==> src/rtl/uart_pkg.sv <==
// Shared register map, STATUS bit positions and TX launcher state encoding
// for the UART bus bridge.
package uart_pkg;

  localparam logic [1:0] REG_DATA   = 2'd0;
  localparam logic [1:0] REG_STATUS = 2'd1;
  localparam logic [1:0] REG_CTRL   = 2'd2;
  localparam logic [1:0] REG_CLEAR  = 2'd3;

  localparam int ST_TX_EMPTY = 0;
  localparam int ST_TX_FULL  = 1;
  localparam int ST_RX_EMPTY = 2;
  localparam int ST_RX_FULL  = 3;
  localparam int ST_OVERRUN  = 4;
  localparam int ST_BREAK    = 5;

  localparam int CTRL_RX_IE = 0;
  localparam int CTRL_TX_IE = 1;

  // Last count value in WAIT_BUSY before giving up on tx_busy (4 cycles total).
  localparam logic [1:0] TX_TIMEOUT_LAST = 2'd3;

  typedef enum logic [1:0] {
    TX_IDLE      = 2'd0,
    TX_LAUNCH    = 2'd1,
    TX_WAIT_BUSY = 2'd2,
    TX_WAIT_DONE = 2'd3
  } tx_state_e;

endpackage

==> src/rtl/uart_sync_fifo.sv <==
// Synchronous FIFO with extra-MSB pointers; head visible combinationally on dout.
// A push on a full FIFO is only accepted when a pop frees the slot in the same cycle.
module uart_sync_fifo #(
  parameter int WIDTH = 8,
  parameter int DEPTH = 8
) (
  input  logic             clk,
  input  logic             rst,
  input  logic             push,
  input  logic             pop,
  input  logic [WIDTH-1:0] din,
  output logic [WIDTH-1:0] dout,
  output logic             full,
  output logic             empty
);
  localparam int AW = $clog2(DEPTH);

  logic [AW:0]      wr_ptr_q, wr_ptr_d;
  logic [AW:0]      rd_ptr_q, rd_ptr_d;
  logic [WIDTH-1:0] mem_q [DEPTH];
  logic             do_push, do_pop;

  assign empty   = (wr_ptr_q == rd_ptr_q);
  assign full    = (wr_ptr_q[AW] != rd_ptr_q[AW]) && (wr_ptr_q[AW-1:0] == rd_ptr_q[AW-1:0]);
  assign do_pop  = pop & ~empty;
  assign do_push = push & (~full | do_pop);
  assign dout    = mem_q[rd_ptr_q[AW-1:0]];

  assign wr_ptr_d = do_push ? wr_ptr_q + 1'b1 : wr_ptr_q;
  assign rd_ptr_d = do_pop  ? rd_ptr_q + 1'b1 : rd_ptr_q;

  always_ff @(posedge clk or posedge rst) begin
    if (rst) begin
      wr_ptr_q <= '0;
      rd_ptr_q <= '0;
    end else begin
      wr_ptr_q <= wr_ptr_d;
      rd_ptr_q <= rd_ptr_d;
    end
  end

  always_ff @(posedge clk) begin
    if (do_push) mem_q[wr_ptr_q[AW-1:0]] <= din;
  end

endmodule

==> src/rtl/uart_bus_bridge.sv <==
// Memory-mapped bridge between a simple CPU bus and a byte UART: TX/RX FIFOs,
// sticky error flags, interrupt enables and a one-shot TX launcher.
module uart_bus_bridge
  import uart_pkg::*;
#(
  parameter logic [31:0] BASE_ADDR  = 32'h1000_0000,
  parameter int          FIFO_DEPTH = 8
) (
  input  logic        clk,
  input  logic        rst,
  input  logic [31:0] bus_addr,
  input  logic [31:0] bus_wdata,
  input  logic        bus_wen,
  input  logic        bus_ren,
  output logic [31:0] bus_rdata,
  output logic [7:0]  tx_data,
  output logic        tx_en,
  input  logic        tx_busy,
  input  logic [7:0]  rx_data,
  input  logic        rx_valid,
  input  logic        rx_break,
  output logic        irq
);
  logic        in_win, wr, rd, clr_wr;
  logic [1:0]  reg_sel;
  logic        tx_push, tx_pop, tx_full, tx_empty;
  logic [7:0]  tx_dout, rx_dout;
  logic        rx_pop, rx_full, rx_empty, rx_overflow;
  logic [5:0]  status;
  logic [31:0] rdata_q, rdata_d;
  logic [1:0]  ctrl_q, ctrl_d;
  logic        overrun_q, overrun_d, break_q, break_d;
  tx_state_e   state_q, state_d;
  logic [1:0]  cnt_q, cnt_d;
  logic [7:0]  tx_data_q, tx_data_d;
  logic        unused_bits;

  assign unused_bits = ^{bus_wdata[31:8], bus_addr[1:0]};

  assign in_win  = (bus_addr[31:4] == BASE_ADDR[31:4]);
  assign reg_sel = bus_addr[3:2];
  assign wr      = bus_wen & in_win;
  assign rd      = bus_ren & ~bus_wen & in_win;
  assign clr_wr  = wr && (reg_sel == REG_CLEAR);

  assign tx_push     = wr && (reg_sel == REG_DATA) && !tx_full;
  assign rx_pop      = rd && (reg_sel == REG_DATA) && !rx_empty;
  assign rx_overflow = rx_valid & rx_full & ~rx_pop;

  uart_sync_fifo #(.WIDTH(8), .DEPTH(FIFO_DEPTH)) u_tx_fifo (
    .clk(clk), .rst(rst), .push(tx_push), .pop(tx_pop), .din(bus_wdata[7:0]),
    .dout(tx_dout), .full(tx_full), .empty(tx_empty)
  );

  uart_sync_fifo #(.WIDTH(8), .DEPTH(FIFO_DEPTH)) u_rx_fifo (
    .clk(clk), .rst(rst), .push(rx_valid), .pop(rx_pop), .din(rx_data),
    .dout(rx_dout), .full(rx_full), .empty(rx_empty)
  );

  always_comb begin
    status              = '0;
    status[ST_TX_EMPTY] = tx_empty;
    status[ST_TX_FULL]  = tx_full;
    status[ST_RX_EMPTY] = rx_empty;
    status[ST_RX_FULL]  = rx_full;
    status[ST_OVERRUN]  = overrun_q;
    status[ST_BREAK]    = break_q;
  end

  // A same-cycle set wins over a CLEAR write.
  assign overrun_d = (overrun_q & ~(clr_wr & bus_wdata[0])) | rx_overflow;
  assign break_d   = (break_q & ~(clr_wr & bus_wdata[1])) | rx_break;
  assign ctrl_d    = (wr && reg_sel == REG_CTRL) ? bus_wdata[1:0] : ctrl_q;

  always_comb begin
    rdata_d = rdata_q;
    if (rd) begin
      case (reg_sel)
        REG_DATA:   rdata_d = {24'b0, rx_empty ? 8'h00 : rx_dout};
        REG_STATUS: rdata_d = {26'b0, status};
        REG_CTRL:   rdata_d = {30'b0, ctrl_q};
        default:    rdata_d = '0;
      endcase
    end
  end

  // TX launcher: head byte is latched on entry to LAUNCH and popped while there.
  always_comb begin
    state_d   = state_q;
    cnt_d     = cnt_q;
    tx_data_d = tx_data_q;
    tx_pop    = 1'b0;
    case (state_q)
      TX_IDLE: begin
        if (!tx_empty && !tx_busy) begin
          state_d   = TX_LAUNCH;
          tx_data_d = tx_dout;
        end
      end
      TX_LAUNCH: begin
        tx_pop  = 1'b1;
        cnt_d   = '0;
        state_d = TX_WAIT_BUSY;
      end
      TX_WAIT_BUSY: begin
        if (tx_busy)                      state_d = TX_WAIT_DONE;
        else if (cnt_q == TX_TIMEOUT_LAST) state_d = TX_IDLE;
        else                              cnt_d   = cnt_q + 2'd1;
      end
      TX_WAIT_DONE: begin
        if (!tx_busy) state_d = TX_IDLE;
      end
      default: state_d = TX_IDLE;
    endcase
  end

  always_ff @(posedge clk or posedge rst) begin
    if (rst) begin
      rdata_q   <= '0;
      ctrl_q    <= '0;
      overrun_q <= 1'b0;
      break_q   <= 1'b0;
      state_q   <= TX_IDLE;
      cnt_q     <= '0;
      tx_data_q <= '0;
    end else begin
      rdata_q   <= rdata_d;
      ctrl_q    <= ctrl_d;
      overrun_q <= overrun_d;
      break_q   <= break_d;
      state_q   <= state_d;
      cnt_q     <= cnt_d;
      tx_data_q <= tx_data_d;
    end
  end

  assign bus_rdata = rdata_q;
  assign tx_data   = tx_data_q;
  assign tx_en     = (state_q == TX_LAUNCH);
  assign irq       = (~rx_empty & ctrl_q[CTRL_RX_IE]) | (tx_empty & ctrl_q[CTRL_TX_IE]);

endmodule

==> config.mk <==
export PLATFORM = sky130hd
export DESIGN_NAME = uart_bus_bridge
export DESIGN_NICKNAME = d
export VERILOG_FILES = /design/src/rtl/uart_pkg.sv /design/src/rtl/uart_sync_fifo.sv /design/src/rtl/uart_bus_bridge.sv
export SDC_FILE = /design/constraint.sdc
export NUM_CORES = 1
export LEC_CHECK = 0
export ABC_AREA = 0
export CAP_MARGIN = 20
export CORE_MARGIN = 5
export CORE_UTILIZATION = 41
export DETAILED_ROUTE_END_ITERATION = 8
export PLACE_DENSITY = 0.69
export SETUP_SLACK_MARGIN = 0.1
export SLEW_MARGIN = 0
export SYNTH_ARGS = -nofsm -noshare
export SYNTH_HDL_FRONTEND = slang
export SYNTH_HIERARCHICAL = 1
export SYNTH_SLANG_ARGS = --single-unit
==> constraint.sdc <==
create_clock -name clk -period 6.77 [get_ports clk]
set_input_delay 1.0155 -clock clk [delete_from_list [all_inputs] [get_ports clk]]
set_output_delay 1.0155 -clock clk [all_outputs]
set_load 0.01 [all_outputs]
==> flow_summary.ini, run 1 <==
[routing]
vias = 4026
drc = 0
first_pass_iters = 4
vias_per_cell = 5.19
wire_per_inst_um = 18.5
ant_nets = 0
drt_iter0_drc = 234
wl_um = 14400

[grt]
grt_start_max_net_pins = 25
grt_overflow = 0
grt_pass1_vias = 4272
antenna_found_initial = 0
grt_use_total = 0.136
grt_pass1_wl_um = 22500

[clock_network]
ctsResizeCount = 0
cts_setup_buffers = 0
cts_tree = yes
cts_root_buffer = clkbuf_16
clock_latency_ps = 430
cts_hold_buf = 0
path_clk_slew_ps = 70
cts_max_level = 4
clockBufferDepth = 2
numClockSinks = 168
numCtsBuffers = 17

[power]
max-vdd-ir-drop_mv = 0.184
power.density_nw_per_um2 = 272
leakagePower_nw = 3.25
power_mw = 2.48

[logic_synthesis]
ys_ff_latch = 168
synth_cells = 445
syn_avg_cell_area_um2 = 17.3
synth-edff-count = 128
seq_area_frac_synth = 0.631
synthesis.area_um2 = 7680
yosys_most_used_dff = edfxtp_1
synthArstFlopShare = 0.238
synth_cell_types = 56
yosysWarnings = 6

[placed_design]
gp_congestion = 0.759
hpwl_um = 9850
numPortBuffers = 70

[sta]
post-route-min-period_ps = 4190
timing.hold.ws_ps = 502
tightest_slew_ps = 987
finalHoldViolCount = 0
fin_crit_sh = 0.619
tns_ps = 0
fmax_ghz = 0.239
slew_headroom = 0.340
setup_viol = 0
finalMaxSlewViolations = 0
finClkSkew_ps = 12.5
rsz0062_at_grt = false

[setup_path]
cp-startpoint = u_rx_fifo/rd_ptr_q[1]
crit_type = reg2reg
worstSetupEndpoint = u_rx_fifo/mem_q[7][3]
cp_max_fo = 20
critical_path.cell_chain = xnor2_2, nand3_2, nor2_1, nor3_1, nor4b_2, buf_4, nor3_2, nor2_1
startpoint_type = flop
reg2reg_slack_ps = 2580
r2r_end = u_rx_fifo/mem_q[7][3]
crit_path_max_incr_delay_ps = 940
end_kind = flop
cp_data_required_time_ps = 6810
cpMaxStageDelayCell = dfrtp_1
r2r_start = u_rx_fifo/rd_ptr_q[1]
cpMostUsedCell = nor2_1
worst-r2r-cell-count = 8
cp.arrival_ps = 4230

[finish]
layout_common_cells = edfxtp_1 (128), clkdlybuf4s50_1 (70), dfrtp_1 (40), conb_1 (24), nand2_1 (19)
layout-drive-gt1-share = 0.227
fillerInstances = 1557
fin_nets = 617
multi_input_area_um2 = 2530
layout_commonest_cell = edfxtp_1
diodes = 0
seqCellArea_um2 = 4840
area_growth_pct = 19.0

[die]
fp.dieArea_um2 = 21600
dieWidth_um = 147
ios = 121
core_um2 = 18600
start_util = 0.413
fp.dieH_um = 147
row_count = 50

[flow_run]
timing.max_cap.violations = 0

[run_status]
status = finished, final reports clean

[hold_path]
hold_path_class = reg2reg
-- report_power, final --
part	switching, mW	total, mW	internal (mW)
clock	0.408	0.894	0.487
sequential	0.0559	1.25	1.20
combinational	0.191	0.336	0.145
-- routing by layer --
metal,vias to the layer above,global-route usage,wire length [um]
met5,-,0,0
met4,0,0.0395,140
met3,11,0.0386,640
met2,96,0.247,7870
met1,2042,0.157,5710
li1,1877,-,-
-- sequential cells by signal (all words and copies together) (netlist names), 2 cells and up --
name	count
u_rx_fifo/rd_ptr_q	4
tx_data	8
state_q	2
ctrl_q	2
bus_rdata	8
u_rx_fifo/wr_ptr_q	4
cnt_q	2
u_tx_fifo/wr_ptr_q	4
u_rx_fifo/mem_q	64
u_tx_fifo/rd_ptr_q	4
u_tx_fifo/mem_q	64
-- metrics by stage --
step	util	std cells	setup slack (ps)	instance area, um^2
3_5_place_dp	0.459	741	2490	8520
3_3_place_gp	0.459	741	2540	8520
2_1_floorplan	-	468	2750	7760
4_1_cts	0.488	773	2320	9070
5_1_grt	0.492	776	2260	9140
6_report	0.492	776	2580	9140
-- cells by family after synthesis --
kind of cell / Yosys count / synth area share
buf+inv: 59 / 0.0531
fa+ha+maj: 9 / 0.0147
mux: 70 / 0.165
compound gates: 36 / 0.0437
flops: 168 / 0.631
other cells: 1 / 0.000488
xor+xnor: 18 / 0.0254
simple gates: 84 / 0.0665
-- cell usage after synthesis (3+ instances only) --
cell,n,share of area
mux2_2,15,0.022
nor4b_2,3,0.0059
o21ai_0,5,0.0033
mux4_1,16,0.055
dfrtp_1,40,0.13
o22ai_1,3,0.0024
a21oi_1,3,0.0020
nor2_1,14,0.0068
xnor2_2,5,0.011
buf_2,9,0.0059
a22o_1,3,0.0034
buf_4,26,0.025
nand2_1,19,0.0093
nand2b_1,4,0.0033
nor3_1,7,0.0046
mux2_4,17,0.033
mux2i_1,4,0.0052
a22oi_1,3,0.0029
mux4_2,16,0.047
nand4_1,6,0.0049
buf_6,6,0.0088
inv_1,15,0.0073
edfxtp_1,128,0.50
ha_1,9,0.015
nand3_1,4,0.0026
nor4_1,13,0.011
xnor2_1,11,0.013
-- layout make-up --
cell class	instances	share of cell area
inverters	15	0.00616
well taps	234	0.0320
multi-input cells	241	0.277
clock inverters	14	0.0126
repair buffers	86	0.0942
clock buffers	18	0.0481
flip-flops and latches	168	0.530
-- worst max-delay path: cells and delay by family, from the launching register on --
kind | cells | cell delay, ps
and+or+nand+nor | 6 | 2450
DFF | 1 | 940
buffers and inverters | 1 | 250
xor gates and xnor gates | 1 | 160
-- worst min path at each step --
stage,from,to,slack (ps),depth (start not counted)
4_1_cts,cnt_q[0],cnt_q[0],510,1
5_1_grt,bus_rdata[6],bus_rdata[6],530,2
2_1_floorplan,cnt_q[0],cnt_q[0],460,1
3_3_place_gp,cnt_q[0],cnt_q[0],480,1
6_report,cnt_q[0],cnt_q[0],500,1
3_5_place_dp,bus_rdata[1],bus_rdata[1],500,1
Note: power is estimated with default switching activity, not from simulation.
==> run 2, diff against run 1 <==
- PLACE_DENSITY: 0.69 -> 0.71
- clock period: 6.77 -> 3.65 ns (I/O delays scaled with it)
==> flow_summary.ini, run 2 (synthesis gave the netlist of run 1 again) <==
[run_status]
status = finished, final reports clean

[routing]
wire_per_inst_um = 18.8
wl_um = 14800
drc = 0
drt_iter0_drc = 259
vias = 4056
vias_per_cell = 5.15
first_pass_iters = 4
ant_nets = 0

[setup_path]
cp_num_buf_inv = 2
cp_data_required_time_ps = 3100
r2r_start = u_rx_fifo/wr_ptr_q[1]
cp-startpoint = u_rx_fifo/rd_ptr_q[2]
crit_type = reg2out
cpMaxStageDelayCell = clkdlybuf4s50_1
crit_path_max_incr_delay_ps = 520
end_kind = output pin
cpLargestDelayFamily = buffers and inverters
cp.arrival_ps = 2560
cp_max_fo = 12
startpoint_type = flop
critical_path.cell_chain = buf_4, xnor2_1, nand3_2, nor2_1, o21ai_0, clkdlybuf4s50_1

[hold_path]
hold_path_class = reg2reg
hp-start = tx_data[6]

[placed_design]
gp_congestion = 0.762
dp_slack_ps = 390
placed_cells = 755
numPortBuffers = 70
hpwl_um = 10400

[clock_network]
path_clk_slew_ps = 70
cts_setup_buffers = 0
ctsResizeCount = 0
clockBufferDepth = 2
numClockSinks = 168
cts_tree = yes
numCtsBuffers = 17
clock_latency_ps = 420
cts_max_level = 4
cts_root_buffer = clkbuf_16
cts_hold_buf = 0

[sta]
slew_headroom = 0.547
finClkSkew_ps = 8.41
tns_ps = 0
post-route-min-period_ps = 3110
rsz0062_at_grt = false
fmax_ghz = 0.321
tightest_slew_ps = 677
setup_viol = 0
fin_crit_sh = 0.852
finalMaxSlewViolations = 0
finalWorstSetupSlack_ps = 539
finalHoldViolCount = 0
timing.hold.ws_ps = 508

[finish]
fin_util = 0.498
layout_common_cells = edfxtp_1 (128), clkdlybuf4s50_1 (70), dfrtp_1 (40), buf_4 (27), conb_1 (24)
area_growth_pct = 20.6
fin_nets = 629
multi_input_area_um2 = 2520
diodes = 0
layout-drive-gt1-share = 0.244
fillerInstances = 1530
layout.cells.non_filler = 788
layout_commonest_cell = edfxtp_1
seqCellArea_um2 = 4840

[grt]
grt_start_max_net_pins = 25
antenna_found_initial = 0
grt_overflow = 0
grt_pass1_vias = 4400
grt_pass1_wl_um = 23300
grt_use_total = 0.140

[power]
leakagePower_nw = 3.35
max-vdd-ir-drop_mv = 0.368
power.density_nw_per_um2 = 515

[flow_run]
timing.max_cap.violations = 0

[die]
fp.dieArea_um2 = 21600
core_um2 = 18600
start_util = 0.413
fp.dieH_um = 147
ios = 121
row_count = 50
dieWidth_um = 147
[run 2: area by class of cell]
cell class                      count  area share
Sequential cell                   168       0.523
Timing Repair Buffer               98       0.101
Inverter                           15     0.00608
Tap cell                          234      0.0316
Clock buffer                       17      0.0460
Clock inverter                     15      0.0199
Multi-Input combinational cell    241       0.273
[run 2: where the power goes]
part	internal [mW]	switching, mW	total, mW
Clock	1.04	0.781	1.82
Combinational	0.275	0.360	0.635
Sequential	2.22	0.0987	2.31
Total	3.53	1.24	4.77
[run 2: stage by stage]
step / power (mW) / area (um^2)
floorplan: 2.79 / 7770
global placement: 2.95 / 8620
detailed placement: 2.99 / 8620
CTS: 4.83 / 9230
global route: 5.00 / 9260
finish: 4.77 / 9260
[run 2: routing by layer]
layer	part of all wire	GRT usage
met1	0.39	0.161
met2	0.55	0.256
met3	0.041	0.0324
met4	0.017	0.0489
met5	0	0
[run 2: worst paths after layout]
check,end,slack [ps],depth (start not counted)
min in group asynchronous,u_tx_fifo/rd_ptr_q[3],520,2
worst max-delay path,irq,540,6
worst min register to register,tx_data[6],510,1
max in group asynchronous,bus_rdata[6],2540,3
worst min-delay path,tx_data[6],510,1
worst max register to register,u_rx_fifo/mem_q[1][1],760,9
==> run 3, diff against run 2 <==
- SKIP_CTS_REPAIR_TIMING: default -> 1
==> results of run 3 <==
Final layout, timing and power as in run 2 (identical DEF).
